### src/rtl/seq_addsub_if.sv
// Operand/result handshake bundle for seq_addsub.
// master drives operands and out_ready; slave is the adder/subtractor.
interface seq_addsub_if #(
  parameter int WIDTH = 5
);
  logic             in_valid;
  logic             in_ready;
  logic [WIDTH-1:0] x;
  logic [WIDTH-1:0] y;
  logic             sub;
  logic             out_valid;
  logic             out_ready;
  logic [WIDTH-1:0] s;
  logic             cout;
  logic             ovf;

  modport master (
    output in_valid, x, y, sub, out_ready,
    input  in_ready, out_valid, s, cout, ovf
  );

  modport slave (
    input  in_valid, x, y, sub, out_ready,
    output in_ready, out_valid, s, cout, ovf
  );
endinterface

### src/rtl/seq_addsub.sv
// Digit-serial adder/subtractor: DIGIT bits per cycle, LSB first,
// registered carry, valid/ready on both sides, one op in flight.
module seq_addsub #(
  parameter int WIDTH = 5,
  parameter int DIGIT = 1
) (
  input  logic        clk,
  input  logic        rst_n,
  seq_addsub_if.slave io
);

  localparam int NDIG = WIDTH / DIGIT;
  localparam int CW   = (NDIG > 1) ? $clog2(NDIG) : 1;

  generate
    if (WIDTH < 2 || DIGIT < 1 || (WIDTH % DIGIT) != 0) begin : g_bad
      $error("seq_addsub: illegal WIDTH/DIGIT");
    end
  endgenerate

  typedef enum logic [1:0] {
    IDLE = 2'd0,
    RUN  = 2'd1,
    DONE = 2'd2
  } state_t;

  state_t state;
  state_t nstate;

  logic [WIDTH-1:0] a;
  logic [WIDTH-1:0] b;
  logic [WIDTH-1:0] acc;
  logic [WIDTH-1:0] acc_nxt;
  logic [WIDTH-1:0] s_q;
  logic             carry;
  logic             cout_q;
  logic             ovf_q;
  logic [CW-1:0]    cnt;
  logic [DIGIT:0]   sl;
  logic             msb_cin;
  logic             last;

  assign sl = {1'b0, a[DIGIT-1:0]}
            + {1'b0, b[DIGIT-1:0]}
            + {{DIGIT{1'b0}}, carry};

  // carry into the slice MSB recovered from its sum bit
  assign msb_cin = a[DIGIT-1] ^ b[DIGIT-1] ^ sl[DIGIT-1];

  assign acc_nxt = (acc >> DIGIT)
                 | (WIDTH'(sl[DIGIT-1:0]) << (WIDTH - DIGIT));

  assign last = (cnt == CW'(NDIG - 1));

  always_ff @(posedge clk or negedge rst_n) begin
    if (!rst_n) state <= IDLE;
    else        state <= nstate;
  end

  always_comb begin
    nstate = state;
    unique case (state)
      IDLE:    if (io.in_valid)  nstate = RUN;
      RUN:     if (last)         nstate = DONE;
      DONE:    if (io.out_ready) nstate = IDLE;
      default: nstate = IDLE;
    endcase
  end

  always_ff @(posedge clk or negedge rst_n) begin
    if (!rst_n) begin
      a      <= '0;
      b      <= '0;
      acc    <= '0;
      s_q    <= '0;
      carry  <= 1'b0;
      cout_q <= 1'b0;
      ovf_q  <= 1'b0;
      cnt    <= '0;
    end else begin
      unique case (state)
        IDLE: begin
          if (io.in_valid) begin
            a     <= io.x;
            b     <= io.sub ? ~io.y : io.y;
            carry <= io.sub;
            cnt   <= '0;
          end
        end
        RUN: begin
          a     <= a >> DIGIT;
          b     <= b >> DIGIT;
          carry <= sl[DIGIT];
          acc   <= acc_nxt;
          cnt   <= cnt + CW'(1);
          if (last) begin
            s_q    <= acc_nxt;
            cout_q <= sl[DIGIT];
            ovf_q  <= msb_cin ^ sl[DIGIT];
          end
        end
        default: ;
      endcase
    end
  end

  assign io.in_ready  = (state == IDLE);
  assign io.out_valid = (state == DONE);
  assign io.s         = s_q;
  assign io.cout      = cout_q;
  assign io.ovf       = ovf_q;

endmodule

### src/flat_wrapper.sv
// flat-port wrapper written by rule: the top's interface ports become plain ports
module seq_addsub_flat 
#(
  parameter int WIDTH = 5,
  parameter int DIGIT = 1
)
  (clk, rst_n, io_in_valid, io_x, io_y, io_sub, io_out_ready, io_in_ready, io_out_valid, io_s, io_cout, io_ovf);
  seq_addsub_if #(.WIDTH(WIDTH)) io_i ();
  input  logic clk;
  input  logic rst_n;
  input wire logic [$bits(io_i.in_valid)-1:0] io_in_valid;
  input wire logic [$bits(io_i.x)-1:0] io_x;
  input wire logic [$bits(io_i.y)-1:0] io_y;
  input wire logic [$bits(io_i.sub)-1:0] io_sub;
  input wire logic [$bits(io_i.out_ready)-1:0] io_out_ready;
  output wire logic [$bits(io_i.in_ready)-1:0] io_in_ready;
  output wire logic [$bits(io_i.out_valid)-1:0] io_out_valid;
  output wire logic [$bits(io_i.s)-1:0] io_s;
  output wire logic [$bits(io_i.cout)-1:0] io_cout;
  output wire logic [$bits(io_i.ovf)-1:0] io_ovf;
  assign io_i.in_valid = io_in_valid;
  assign io_i.x = io_x;
  assign io_i.y = io_y;
  assign io_i.sub = io_sub;
  assign io_i.out_ready = io_out_ready;
  assign io_in_ready = io_i.in_ready;
  assign io_out_valid = io_i.out_valid;
  assign io_s = io_i.s;
  assign io_cout = io_i.cout;
  assign io_ovf = io_i.ovf;
  seq_addsub #(.WIDTH(WIDTH), .DIGIT(DIGIT)) u_core (.clk(clk), .rst_n(rst_n), .io(io_i));
endmodule
### config.mk
export PLATFORM = sky130hd
export DESIGN_NAME = seq_addsub_flat
export DESIGN_NICKNAME = d
export VERILOG_FILES = /design/src/rtl/seq_addsub_if.sv /design/src/rtl/seq_addsub.sv /design/src/flat_wrapper.sv
export SDC_FILE = /design/constraint.sdc
export NUM_CORES = 1
export LEC_CHECK = 0
export CAP_MARGIN = 20
export CORE_MARGIN = 1
export CORE_UTILIZATION = 35
export CTS_BUF_LIST = sky130_fd_sc_hd__clkbuf_4 sky130_fd_sc_hd__clkbuf_8
export CTS_CLUSTER_SIZE = 24
export DETAILED_ROUTE_END_ITERATION = 16
export GPL_TIMING_DRIVEN = 0
export PLACE_DENSITY = 0.53
export SLEW_MARGIN = 10
export SYNTH_ARGS = -nofsm -noshare
export SYNTH_HDL_FRONTEND = slang
export SYNTH_SLANG_ARGS = --single-unit
export TNS_END_PERCENT = 10
### constraint.sdc
create_clock -name clk -period 1.9 [get_ports clk]
set_clock_uncertainty 0.05 [all_clocks]
set_input_delay 0.38 -clock clk [delete_from_list [all_inputs] [get_ports clk]]
set_output_delay 0.38 -clock clk [all_outputs]
set_load 0.05 [all_outputs]
==> results.ini <==
[status]
status=finished clean

[die]
core-area_um2=3690
start_util=0.365
dieArea_um2=4100
io_pins=24
fp.dieW_um=64.0
num_rows=22
die_h_um=64.0

[synth]
synthCells=116
synth_cell_type_count=27
synth_top_area_share=0.502
synthTopCellsByArea=dfrtp_1 (50%), mux2_2 (7.5%), a22oi_1 (5.0%), o21ai_0 (4.5%), nor2b_1 (3.3%)
syn_nets=134
synth_warnings=0
ys.flop_type=dfrtp_1
syn_area_um2=1350
syn_avg_cell_area_um2=11.6
yosysTopAreaCell=dfrtp_1
synth-edff-count=0
post-synth-top-count-cell=dfrtp_1
seq_area_frac_synth=0.502
ys_top_cells_by_count=dfrtp_1 (27), o21ai_0 (12), a22oi_1 (9), mux2_2 (9), a21oi_1 (8)
async_reset_ff_frac=1.00
ys_ff_latch=27

[sta]
finalHoldViolations=0
fin_crit_sh=0.977
setup_viol=0
tightest_slew_ps=767
fmax_mhz=539
rsz0062_at_grt=no
drv_slew=0
max_slew_margin=0.487
min_period_ps=1860

[min_path]
hold_path.class=reg -> reg

[drt]
viasPerCell=4.87
via_count=930
routedWlPerCell_um=13.4
drc=0
detail-route-antenna-nets=0
drt-initial-drc-count=29
first_pass_iters=4
routed_wl_um=2550

[power]
cellPowerDensity_nw_per_um2=1610
p_leak_nw=0.834
peakVddDrop_uv=636

[clock_tree]
clkLatencyLatePin_ps=270
cts_tree=built
htree_levels=1
postCtsSetupBuffers=0
cts-root-buf=clkbuf_8
clk_pin_slew_ps=90
cts_num_sinks=27
clockBufferDepth=2
cts_buffers=3
hold_buffers=0

[setup_path]
critPathBufInv=1
endpoint_kind=output pin
r2r-end=u_core.io.ovf
path_cells=clkdlybuf4s50_1
cp.arrival_ps=1430
timing.rr.start=u_core.b[0]
worstSetupPathType=reg -> out
reg2reg_slack_ps=340
path_max_fanout=2
crit_required_ps=1470
critPathLaunch=u_core.io.s[1]
crit_family=buffers and inverters
crit_path_end=io_s[1]
start_kind=flop
cpMaxStageDelayCell=clkdlybuf4s50_1
max_stage_delay_ps=800
path_depth=1
worst_r2r_path_depth=4

[finish]
final_util=0.461
drive_above_1_share=0.196
instances_no_fill=191
layout.nets=162
syn_to_final_growth_pct=26.4
diodes=0

[placed_design]
hpwl_um=1830
dp.cells=187
io_buffer_count=22
gp_congestion=0.741

[global_routing]
first_global_vias=927
globalRouteTotalUtil=0.146
grt_overflow=0
grt_pass1_wl_um=4560
antenna_found_initial=0
grt_max_degree=17

[run]
max-cap-violations=0

-- cells by family (layout without fill, tap and decap cells) --
kind of cell | Yosys count | after routing | synth area share
compound gates | 34 | 34 | 0.151
xor+xnor | 8 | 8 | 0.0520
simple gates | 21 | 21 | 0.106
flops | 27 | 27 | 0.502
fa+ha+maj | 3 | 3 | 0.0335
mux | 12 | 12 | 0.105
buf+inv | 11 | 38 | 0.0502
-- layout by cell type (no fill, tap or decap), types with 3 or more instances in the layout --
master	instances
clkbuf_8	3
xnor2_1	3
dlymetal6s2s_1	6
o21ai_0	12
buf_2	3
dfrtp_1	27
nand2_1	6
inv_1	3
a22oi_1	9
mux2_2	9
and2b_1	3
a21oi_1	8
nor2b_1	7
xor2_1	5
clkbuf_2	3
clkdlybuf4s50_1	14
buf_6	3
-- flip-flops by register name, summed over array words and instances, names as in the netlist, 2 cells and up --
signal / cells
u_core.a: 5
u_core.acc: 4
u_core.b: 5
u_core.cnt: 3
u_core.io.s: 5
u_core.state: 2
-- how the worst min path moves through the flow --
stage                     slack [ps]          start       endpoint  cells past startpoint
final                            440  u_core.io.ovf  u_core.io.ovf                      2
after global routing             480         io_sub   u_core.carry                      3
after global placement           410  u_core.io.ovf  u_core.io.ovf                      2
after CTS                        450         io_sub   u_core.carry                      3
after floorplan                   30          rst_n    u_core.a[0]                      0
after detailed placement         430  u_core.io.ovf  u_core.io.ovf                      2
-- cell type report --
| type | count | area (um^2) |
|---|---|---|
| well taps | 48 | 60.1 |
| clock inverters | 1 | 5.00 |
| fillers | 378 | 1990 |
| clock buffers | 3 | 41.3 |
| repair buffers | 23 | 246 |
| multi-input cells | 78 | 603 |
| inverters | 3 | 11.3 |
| flip-flops and latches | 27 | 676 |
| plain buffers | 8 | 58.8 |
-- metrics by stage --
stage	power [mW]	setup WS, ps	cell area [um^2]	setup TNS, ps	hold slack (ps)
2_1_floorplan	2.08	142	1350	0	34.4
3_3_place_gp	2.43	-238	1630	-896	415
3_5_place_dp	2.47	-237	1640	-249	430
4_1_cts	2.80	26.5	1690	0	447
5_1_grt	2.98	5.70	1700	0	478
6_report	2.75	44.3	1700	0	442
-- power breakdown --
group / leakage (nW) / internal (mW) / total, mW / switching (mW)
sequential: 0.344 / 0.821 / 0.988 / 0.166
clock: 0.0255 / 0.147 / 0.325 / 0.178
combinational: 0.464 / 0.669 / 1.44 / 0.767
total: 0.834 / 1.64 / 2.75 / 1.11
-- per-layer routing --
layer,vias to the layer above,global-route usage,share of wire
met5,-,0,0
met4,0,0.0682,0.020
met3,5,0.0214,0.037
met2,20,0.225,0.44
met1,449,0.200,0.51
li1,456,-,-
-- what timing repair did --
action | 4_1_cts | 5_1_grt
resized for setup | 10 | 6
endpoints found under the setup margin | 2 | 6
hold endpoints to repair | 0 | 0
gates cloned | 0 | 0
-- worst register-to-register path, cell delays in order, from the launching register on --
cell and delay [ps]:
dfrtp_1 440, fa_1 530, xnor2_1 210, xnor2_1 130
o21ai_0 80
Note: power is estimated with default switching activity, not from simulation.
